File: src/rtl/instr_fetch_buffer.sv
// instr_fetch_buffer: sequential instruction fetch with req/ack memory handshake, credit-limited FIFO and redirect flush
module instr_fetch_buffer #(
  parameter int ADDR_W = 8,
  parameter int INSTR_W = 9,
  parameter int DEPTH = 4,
  parameter logic [ADDR_W-1:0] RESET_PC = '0
) (
  input  logic                    clk,
  input  logic                    reset,
  output logic                    imem_req,
  output logic [ADDR_W-1:0]       imem_addr,
  input  logic                    imem_ack,
  input  logic [INSTR_W-1:0]      imem_rdata,
  input  logic                    redirect_valid,
  input  logic [ADDR_W-1:0]       redirect_pc,
  output logic                    instr_valid,
  output logic [INSTR_W-1:0]      instr_data,
  output logic [ADDR_W-1:0]       instr_pc,
  input  logic                    instr_ready,
  output logic [$clog2(DEPTH):0]  fifo_count
);
  localparam int PW = $clog2(DEPTH);
  localparam int CW = PW + 1;
  typedef enum logic [1:0] {IDLE, FETCH, DROP} state_t;
  state_t state_q, state_d;
  logic [ADDR_W-1:0] fetch_pc_q, fetch_pc_d, addr_q, addr_d;
  logic [PW-1:0] wr_q, wr_d, rd_q, rd_d;
  logic [CW-1:0] count_q, count_d;
  logic [INSTR_W+ADDR_W-1:0] mem_q [DEPTH];
  logic ack_v, push, pop;
  always_comb begin
    ack_v = imem_ack && state_q != IDLE;
    push = ack_v && state_q == FETCH && !redirect_valid;
    pop = count_q != '0 && instr_ready && !redirect_valid;
    count_d = redirect_valid ? '0 : count_q + CW'(push) - CW'(pop);
    wr_d = redirect_valid ? '0 : wr_q + PW'(push);
    rd_d = redirect_valid ? '0 : rd_q + PW'(pop);
    fetch_pc_d = redirect_valid ? redirect_pc : push ? fetch_pc_q + ADDR_W'(1) : fetch_pc_q;
    state_d = state_q == IDLE ? (count_q < CW'(DEPTH) ? FETCH : IDLE)
            : !ack_v ? state_q
            : state_q == DROP ? FETCH
            : (count_d < CW'(DEPTH) ? FETCH : IDLE);
    // an unacked request cannot be withdrawn, so a redirect must wait it out in DROP
    if (redirect_valid) state_d = (state_q != IDLE && !imem_ack) ? DROP : FETCH;
    addr_d = state_d == DROP ? addr_q : fetch_pc_d;
  end
  always_ff @(posedge clk or posedge reset) begin
    if (reset) begin
      state_q <= IDLE;
      fetch_pc_q <= RESET_PC;
      addr_q <= RESET_PC;
      wr_q <= '0;
      rd_q <= '0;
      count_q <= '0;
    end else begin
      state_q <= state_d;
      fetch_pc_q <= fetch_pc_d;
      addr_q <= addr_d;
      wr_q <= wr_d;
      rd_q <= rd_d;
      count_q <= count_d;
    end
  end
  always_ff @(posedge clk) begin
    if (push) mem_q[wr_q] <= {imem_rdata, addr_q};
  end
  assign imem_req = state_q != IDLE;
  assign imem_addr = addr_q;
  assign instr_valid = count_q != '0;
  assign {instr_data, instr_pc} = instr_valid ? mem_q[rd_q] : '0;
  assign fifo_count = count_q;
endmodule

File: config.mk
export PLATFORM = sky130hd
export DESIGN_NAME = instr_fetch_buffer
export DESIGN_NICKNAME = d
export VERILOG_FILES = /design/src/rtl/instr_fetch_buffer.sv
export SDC_FILE = /design/constraint.sdc
export NUM_CORES = 1
export LEC_CHECK = 0
export ABC_CLOCK_PERIOD_IN_PS = 3630
export CAP_MARGIN = 10
export CORE_MARGIN = 2
export CORE_UTILIZATION = 62
export DETAILED_ROUTE_END_ITERATION = 10
export DONT_BUFFER_PORTS = 1
export PLACE_DENSITY = 0.78
export SLEW_MARGIN = 20
export SYNTH_ARGS = -nofsm -noshare
export SYNTH_HDL_FRONTEND = slang
export SYNTH_SLANG_ARGS = --single-unit
File: constraint.sdc
create_clock -name clk -period 3.63 [get_ports clk]
set_clock_uncertainty 0.05 [all_clocks]
set_input_delay 0.726 -clock clk [delete_from_list [all_inputs] [get_ports clk]]
set_output_delay 0.726 -clock clk [all_outputs]
set_load 0.05 [all_outputs]
==> reports/metrics.yaml, run 1 <==
worstPathRequired_ns: 2.85
ys_ff_latch: 93
fillers: 432
gr-total-overflow: 0
r2r-start: "fifo_count[1]"
avgViaCountPerCell: 5.79
cts_hold_buf: 0
ys.flop_type: "edfxtp_1"
r2r_cells: 10
start_util_pct: 63.1
finalMaxSlewViolations: 0
synth-edff-count: 68
cts_resized: 0
final_nets: 287
ir_drop_v: 0.000390
port_buffers: 0
dp_hpwl_um: 4290
yosys.area.top_type: "edfxtp_1"
max_freq_ghz: 0.362
drive_above_1_share_pct: 26.9
setup_viol: 0
clock_sinks: 93
tightest_slew_ns: 0.960
drt-initial-drc-count: 70
yosys_warnings: 0
internal_power_mw: 1.91
final-hold-violation-count: 0
final_common_cell: "edfxtp_1"
hp-start: "imem_ack"
synth_area_per_cell_um2: 16.8
first_global_vias: 2117
wl_um: 6320
seqPwrFrac_pct: 48.8
syn_area_um2: 3960
worstSkewPairLatency_ns: 0.34
clk_pin_slew_ns: 0.08
finalSetupTns_ns: 0
post-route-period-util_pct: 76.1
worstHoldPathCells: 1
core-area_um2: 6280
swShare_pct: 37.2
netlist_instances: 235
cts-root-buf: "clkbuf_8"
synth.area.top_cells: "edfxtp_1, dfrtp_1, mux4_2"
cts_max_level: 3
grt_pass1_wl_um: 10600
area_delta_synth_final_pct: 10.5
gp_congestion: 0.804
startpoint_type: "flip-flop"
insertedDiodeCount: 0
cts_tree: "done"
rrSetupSlack_ns: 0.94
drc: 0
antenna_left: 0
leakagePower_nw: 1.59
synth.yosys.seq_area_share_pct: 67.4
period_needed_ns: 2.76
row_count: 29
clk_path_buf_depth: 2
outcome: "complete, no violations"
yosysTopAreaCellShare_pct: 51.6
num_vias: 1974
die_x_um: 83.9
syn_nets: 263
end_kind: "output port"
timing.rr.end: "state_q[0]"
mostFrequentLayoutCells: "edfxtp_1, dfrtp_1, buf_4"
worstHoldEndpoint: "state_q[1]"
drt-pass1-iter-count: 4
min_path_type: "in -> reg"
dieArea_um2: 7040
slew_headroom_pct: 35.9
io_pins: 52
power-per-cell-area_nw_per_um2: 695
postCtsSetupBuffers: 0
async_flop_share_pct: 26.9
cts_buffers: 9
cap_viol_max_count: 0
p_switching_mw: 1.13
die_h_um: 83.9
crit_type: "reg -> out"
p_comb_share_pct: 29.7
clkPwrFrac_pct: 21.4
ys_types: 41
grtUsageTotal_pct: 20.0
grt_max_degree: 28
power.total_mw: 3.04
cp_max_fo: 18
worstPathArrival_ns: 1.99
grt_antenna_before_repair: 0
rsz0062_at_grt: "false"
wl_per_cell_um: 18.5
==> power groups by stage <==
stage | combinational [mW] | sequential (mW) | clock (mW)
3_3_place_gp | 0.907 | 1.51 | 0
3_5_place_dp | 0.918 | 1.51 | 0
5_1_grt | 0.971 | 1.50 | 0.709
2_1_floorplan | 0.715 | 1.47 | 0
6_report | 0.905 | 1.49 | 0.652
4_1_cts | 0.920 | 1.49 | 0.664
==> cell families (layout without fill, tap and decap cells) <==
group	after synthesis	after routing	synth area share, %
AO/OA/AOI/OAI	20	20	3.63
XOR/XNOR	12	12	2.65
adder cells (fa/ha/maj)	6	6	2.09
buffers and inverters	20	49	2.43
flip-flops	93	93	67.4
multiplexers	27	27	12.8
AND/OR/NAND/NOR	57	57	9.04
==> synthesized netlist by cell type (all sizes together) (3+ instances only) <==
| library cell | instances |
|---|---|
| a21oi | 4 |
| buf | 9 |
| dfrtp | 25 |
| edfxtp | 68 |
| ha | 5 |
| inv | 9 |
| mux2 | 9 |
| mux4 | 17 |
| nand2 | 6 |
| nand3 | 3 |
| nor2 | 12 |
| nor2b | 23 |
| nor3 | 4 |
| nor3b | 3 |
| o21ai | 3 |
| xnor2 | 8 |
| xor2 | 4 |
==> cell type report <==
cell class	instances	area [um2]	area share, %
flip-flops and latches	93	2670	61.0
multi-input cells	122	1200	27.5
clock inverters	5	61.3	1.40
clock buffers	11	131	3.00
inverters	9	33.8	0.772
repair buffers	24	180	4.12
well taps	77	96.3	2.20
==> worst max-delay path, cell delays in order, from the launching register on <==
cell and delay (ns):
dfrtp_1 0.88, mux4_2 0.43, nor2b_1 0.15, buf_4 0.19
==> how the worst max path moves through the flow <==
stage	cells after the start	startpoint	slack, ns	end
2_1_floorplan	4	redirect_valid	0.67	mem_q[2][0]
3_3_place_gp	10	fifo_count[1]	1.04	state_q[0]
3_5_place_dp	10	fifo_count[1]	0.95	state_q[0]
4_1_cts	3	rd_q[1]	0.84	instr_pc[6]
5_1_grt	10	fifo_count[1]	0.68	state_q[0]
6_report	3	rd_q[1]	0.87	instr_pc[6]
==> per-stage QoR <==
| step | util [%] | worst slack, ns | hold WS (ns) | instance area [um2] | std cells |
|---|---|---|---|---|---|
| floorplan | - | 0.667 | 0.498 | 3960 | 235 |
| global placement | 66.6 | 1.04 | 0.538 | 4180 | 325 |
| detailed placement | 66.6 | 0.953 | 0.577 | 4180 | 325 |
| CTS | 69.7 | 0.836 | 0.373 | 4380 | 341 |
| global route | 69.7 | 0.680 | 0.370 | 4380 | 341 |
| finish | 69.7 | 0.868 | 0.386 | 4380 | 341 |
==> registers in the layout (all words and copies together), names as in the netlist <==
| name | flops |
|---|---|
| state_q | 2 |
| fetch_pc_q | 8 |
| rd_q | 2 |
| wr_q | 2 |
| fifo_count | 3 |
| imem_addr | 8 |
| mem_q | 68 |
==> layer usage <==
metal,global-route usage (%),vias to the layer above,routed length [um]
met2,32.2,51,3270
met4,8.94,0,139
met1,25.9,984,2540
li1,-,927,-
met5,0,-,0
met3,5.04,12,377
Power figures use the tool's default switching activity.
==> run 2: changes to the inputs <==
Settings changed: ABC_CLOCK_PERIOD_IN_PS 3630 to 2250, CORE_UTILIZATION 62 to 56, PLACE_DENSITY 0.78 to 0.74.
Clock period 3.63 ns to 2.25 ns, I/O delays scaled along.
==> reports/metrics.yaml, run 2 (same netlist as run 1, synthesis figures left out) <==
outcome: "finished, violations left"
failed_checks: "setup timing"
clk_pin_slew_ns: 0.09  # about the same
cp_max_fo: 6  # -12
max_freq_ghz: 0.444
worstPathRequired_ns: 1.75  # -1.10 ns
power-per-cell-area_nw_per_um2: 1140  # +64%
drt-pass1-iter-count: 4  # unchanged
grt.met2_usage_pct: 34.2  # +2.0 points
met1_usage_pct: 24.4  # -1.5 points
wl_per_cell_um: 18.9  # +1.9%
cts_tree: "done"
slew_headroom_pct: 57.5  # +22 points
rsz0062_at_grt: "true"
dp_hpwl_um: 4490  # +4.8%
post-route-util_pct: 68.7  # -1.0 points
dp.cells: 355  # +9.2%
grt_use_met3_pct: 5.75  # +0.70 points
mostFrequentLayoutCells: "edfxtp_1, dfrtp_1, buf_6"
fin_area_um2: 4690  # +7.3%
antenna_left: 0  # unchanged
tightest_slew_ns: 0.638  # -0.323 ns
core-area_um2: 6830  # +8.8%
worstSkewPairLatency_ns: 0.35  # about the same
clk_path_buf_depth: 2  # unchanged
setup_slack_ns: -0.00436  # -0.873 ns
layout.cells.non_filler: 374  # +9.7%
dpl_cell_area_um2: 4330  # +3.6%
gr-total-overflow: 0  # unchanged
area_delta_synth_final_pct: 18.6
final_nets: 301  # +4.9%
finalMaxSlewViolations: 0  # unchanged
final_common_cell: "edfxtp_1"
busiest_layer: "met2"
num_vias: 2087  # +5.7%
dieArea_um2: 7760  # +10%
grtUsageTotal_pct: 20.1  # +0.14 points
insertedDiodeCount: 0  # unchanged
final-hold-violation-count: 0  # unchanged
gp_congestion: 0.808  # +0.56%
clock_sinks: 93  # unchanged
leakagePower_nw: 1.73  # +8.5%
startpoint_type: "flip-flop"
largest_reg_flops: 68  # unchanged
cts_buffers: 9  # unchanged
period_needed_ns: 2.25
top_register: "mem_q"
grt_pass1_wl_um: 11200  # +5.9%
die_h_um: 88.1  # +5.0%
cts_max_level: 3  # unchanged
worstPathArrival_ns: 1.75  # -0.24 ns
grt_antenna_before_repair: 0  # unchanged
drive_above_1_share_pct: 36.7  # +9.8 points
io_pins: 52  # unchanged
post-route-period-util_pct: 100
pre_cts_slack_ns: 0.0941  # -0.858 ns
avgViaCountPerCell: 5.58  # -3.6%
port_buffers: 0  # unchanged
first_global_vias: 2211  # +4.4%
wl_um: 7060  # +12%
setup_viol: 3  # +3
start_util_pct: 57.9  # -5.1 points
cap_viol_max_count: 0  # unchanged
drc: 0  # unchanged
row_count: 30  # +3.4%
drt-initial-drc-count: 108  # +54%
end_kind: "output port"
min_path_type: "in -> reg"
ir_drop_v: 0.000500  # +28%
cts-root-buf: "clkbuf_8"
die_x_um: 88.1  # +5.0%
grt_max_degree: 28  # unchanged
crit_type: "reg -> out"
-- run 2: changes by cell type in the layout (fill, tap and decap cells not counted), moves of 2 or more --
| cell | before | now |
|---|---|---|
| inv_6 | 0 | 2 |
| buf_6 | 0 | 19 |
| dfrtp_1 | 25 | 20 |
| buf_4 | 24 | 16 |
| clkbuf_1 | 2 | 0 |
| nor2b_1 | 23 | 15 |
| dfrtp_2 | 0 | 5 |
| nor2b_4 | 0 | 7 |
-- run 2: final timing paths --
path                               startpoint       endpoint  slack [ns]  cells past startpoint
worst min-delay path                 imem_ack     state_q[1]         0.1                      1
worst max-delay path                  rd_q[0]  instr_data[7]      -0.004                      4
worst max register to register  fifo_count[1]     state_q[0]        0.09                     10
max in group asynchronous               reset        rd_q[1]        1.06                      3
min in group asynchronous               reset  fetch_pc_q[0]        0.54                      2
worst min register to register  fetch_pc_q[7]   imem_addr[7]        0.59                      2
-- run 2: cell type report --
cell class | count | area [um2]
inverters | 9 | 33.8
well taps | 96 | 120
clock buffers | 9 | 124
repair buffers | 38 | 379
clock inverters | 7 | 81.3
flip-flops and latches | 93 | 2670
fillers | 467 | 2140
multi-input cells | 122 | 1280
-- run 2: metal layers --
layer	wire length, um	vias to the layer above	part of all wire (%)
li1	-	955	-
met1	2950	1075	42
met2	3720	51	53
met3	311	6	4.4
met4	78	0	1.1
met5	0	-	0
-- run 2: where the power goes --
group	switching [mW]	internal (mW)
sequential	0.287	2.03
combinational	1.13	0.753
clock	0.606	0.529
total	2.02	3.31
-- run 2: timing repair --
item                                    CTS  global route
gates cloned                              1             0
hold buffers                              1             0
endpoints found under the hold margin    12             0
pin swaps                                 0             2
endpoints found under the setup margin   17            18
gates resized for setup                  31             9
buffers inserted                          3             0
-- run 2: per-stage QoR --
step | setup TNS (ns) | power, mW | hold WS [ns]
final | -0.00796 | 5.34 | 0.0995
after global routing | -1.18 | 5.57 | 0.0709
after CTS | -0.820 | 5.35 | 0.0794
after detailed placement | 0 | 4.02 | 0.380
after global placement | 0 | 3.99 | 0.385
after floorplan | -0.989 | 3.57 | 0.427
-- run 2: critical path: stages (launching register included) --
cell	delay, ns
dfrtp_2	0.41
buf_6	0.17
mux4_2	0.50
nor2b_2	0.17
buf_6	0.16
==> run 3: changes to the inputs <==
Settings changed: CORE_ASPECT_RATIO set to 1.5.
==> reports/metrics.yaml, run 3 (same netlist as run 1, synthesis figures left out) <==
drt-initial-drc-count: 130  # +20%
layout.cells.non_filler: 357  # -4.5%
internal_power_mw: 3.31  # about the same
dpl_cell_area_um2: 4280  # -1.2%
cp_cell_sequence: "buf_6, clkbuf_16, mux4_2, nor2b_1, buf_6"
grt_antenna_before_repair: 0  # unchanged
top_register: "mem_q"
multi_input_area_um2: 1260  # -2.0%
mostFrequentLayoutCells: "edfxtp_1, dfrtp_1, buf_6"
min_path_type: "in -> reg"
end_kind: "output port"
swShare_pct: 36.8  # -1.1 points
cp_common_cell: "buf_6"
die_h_um: 107  # +21%
clk_path_buf_depth: 2  # unchanged
cap_viol_max_count: 0  # unchanged
wl_met2_um: 3830  # +2.8%
cp_max_fo: 4  # -2
drive_above_1_share_pct: 33.3  # -3.4 points
antenna_left: 0  # unchanged
clock_sinks: 93  # unchanged
final_nets: 302  # +0.33%
met3_length_um: 291  # -6.4%
post-route-util_pct: 67.7  # -1.0 points
fin_area_um2: 4640  # -1.2%
worstPathArrival_ns: 1.79  # +0.04 ns
met1_length_um: 2800  # -5.1%
p_switching_mw: 1.93  # -4.8%
seqPwrFrac_pct: 44.2  # +0.8 points
final-hold-violation-count: 0  # unchanged
outcome: "finished, violations left"
clkPwrFrac_pct: 19.6  # -1.7 points
gr-total-overflow: 0  # unchanged
dp.cells: 335  # -5.6%
crit_slowest_cell: "mux4_2"
grt_max_degree: 28  # unchanged
rsz0062_at_grt: "true"
largest_reg_flops: 68  # unchanged
cts_max_level: 3  # unchanged
regArea_um2: 2670  # about the same
finalMaxSlewViolations: 0  # unchanged
period_needed_ns: 2.29  # +0.0342 ns
start_util_pct: 57.8  # -0.17 points
core-area_um2: 6850  # +0.29%
power-per-cell-area_nw_per_um2: 1130  # -0.63%
drt-pass1-iter-count: 4  # unchanged
drc: 0  # unchanged
setup_slack_ns: -0.0386  # -0.0342 ns
grt_pass1_wl_um: 11100  # -0.99%
clk_pin_slew_ns: 0.08  # about the same
leakagePower_nw: 1.72  # -0.45%
row_count: 37  # +23%
max_freq_ghz: 0.437  # -1.5%
cpPeakStageDelay_ns: 0.47  # -0.03 ns
post-route-period-util_pct: 102  # +1.5 points
insertedDiodeCount: 0  # unchanged
final_common_cell: "edfxtp_1"
cts-root-buf: "clkbuf_8"
top_layer_used: "met4"
p_comb_share_pct: 36.2  # +0.9 points
worstPathRequired_ns: 1.75  # about the same
fillers: 492  # +5.4%
setup_viol: 9  # +6
first_global_vias: 2192  # -0.86%
num_vias: 2066  # -1.0%
failed_checks: "setup timing"
tightest_slew_ns: 0.638  # +0.000944 ns
crit_type: "reg -> out"
dp_hpwl_um: 4570  # +1.9%
area_delta_synth_final_pct: 17.2
port_buffers: 0  # unchanged
io_pins: 52  # unchanged
die_x_um: 72.7  # -18%
slew_headroom_pct: 57.4  # -0.063 points
wl_per_cell_um: 19.8  # +4.8%
dieArea_um2: 7770  # +0.18%
grtUsageTotal_pct: 19.6  # -0.50 points
startpoint_type: "flip-flop"
cts_tree: "done"
cts_buffers: 9  # unchanged
avgViaCountPerCell: 5.79  # +3.7%
ir_drop_v: 0.000534  # +6.7%
gp_congestion: 0.773  # -4.3%
wl_um: 7070  # about the same
worstSkewPairLatency_ns: 0.34  # about the same
==> run 3: cell types whose count changed in the layout (fill, tap and decap cells not counted), moves of 2 or more <==
cell,delta
clkbuf_1,+5
nor2b_1,+3
inv_6,-2
nor2b_4,-2
clkinvlp_4,-3
==> run 3: per-stage QoR <==
stage / TNS (ns) / power (mW) / setup slack, ns / hold slack, ns
3_5_place_dp: 0 / 4.01 / 0.0525 / 0.365
3_3_place_gp: 0 / 3.98 / 0.146 / 0.364
2_1_floorplan: -0.989 / 3.57 / -0.310 / 0.427
6_report: -0.263 / 5.24 / -0.0386 / 0.111
4_1_cts: -0.991 / 5.18 / -0.0737 / 0.0886
5_1_grt: -1.38 / 5.47 / -0.111 / 0.0891
==> run 3: worst max-delay path: cells and delay by family (launching register included) <==
family / cells / cell delay (ns)
buf+inv: 3 / 0.42
flops: 1 / 0.40
mux: 1 / 0.47
simple gates: 1 / 0.15
==> run 3: final cells by class <==
type                       instances  area share, %
multi-input combinational        122           27.1
sequential                        93           57.6
timing repair buffer              39           8.63
tap                               78           2.10
clock buffer                      14           3.08
clock inverter                     2          0.755
inverter                           9          0.728
==> run 3: timing repair <==
item	4_1_cts	5_1_grt
pin swaps	0	3
hold buffers	1	0
setup endpoints to repair	17	18
setup buffers	2	2
hold endpoints to repair	25	0
resized for setup	19	13
gates cloned	1	1
==> run 3: final timing paths <==
path | to | slack, ns | startpoint | cells past startpoint
setup / recovery | instr_data[3] | -0.04 | rd_q[0] | 5
hold / removal | wr_q[0] | 0.11 | redirect_valid | 1
max in group asynchronous | fifo_count[0] | 1.34 | reset | 3
hold reg to reg | wr_q[1] | 0.59 | wr_q[1] | 2
min in group asynchronous | fetch_pc_q[1] | 0.54 | reset | 3
setup reg to reg | state_q[0] | 0.03 | fifo_count[1] | 10
==> run 3: power by group through the flow <==
stage | registers, mW | logic [mW] | clock network, mW
4_1_cts | 2.32 | 1.80 | 1.06
5_1_grt | 2.34 | 2.00 | 1.13
3_3_place_gp | 2.34 | 1.64 | 0
6_report | 2.32 | 1.90 | 1.03
3_5_place_dp | 2.36 | 1.66 | 0
2_1_floorplan | 2.38 | 1.19 | 0
==> run 3: layer usage <==
metal	up-vias	track usage, %
li1	954	-
met1	1046	24.3
met2	56	32.2
met3	10	4.61
met4	0	9.26
met5	-	0
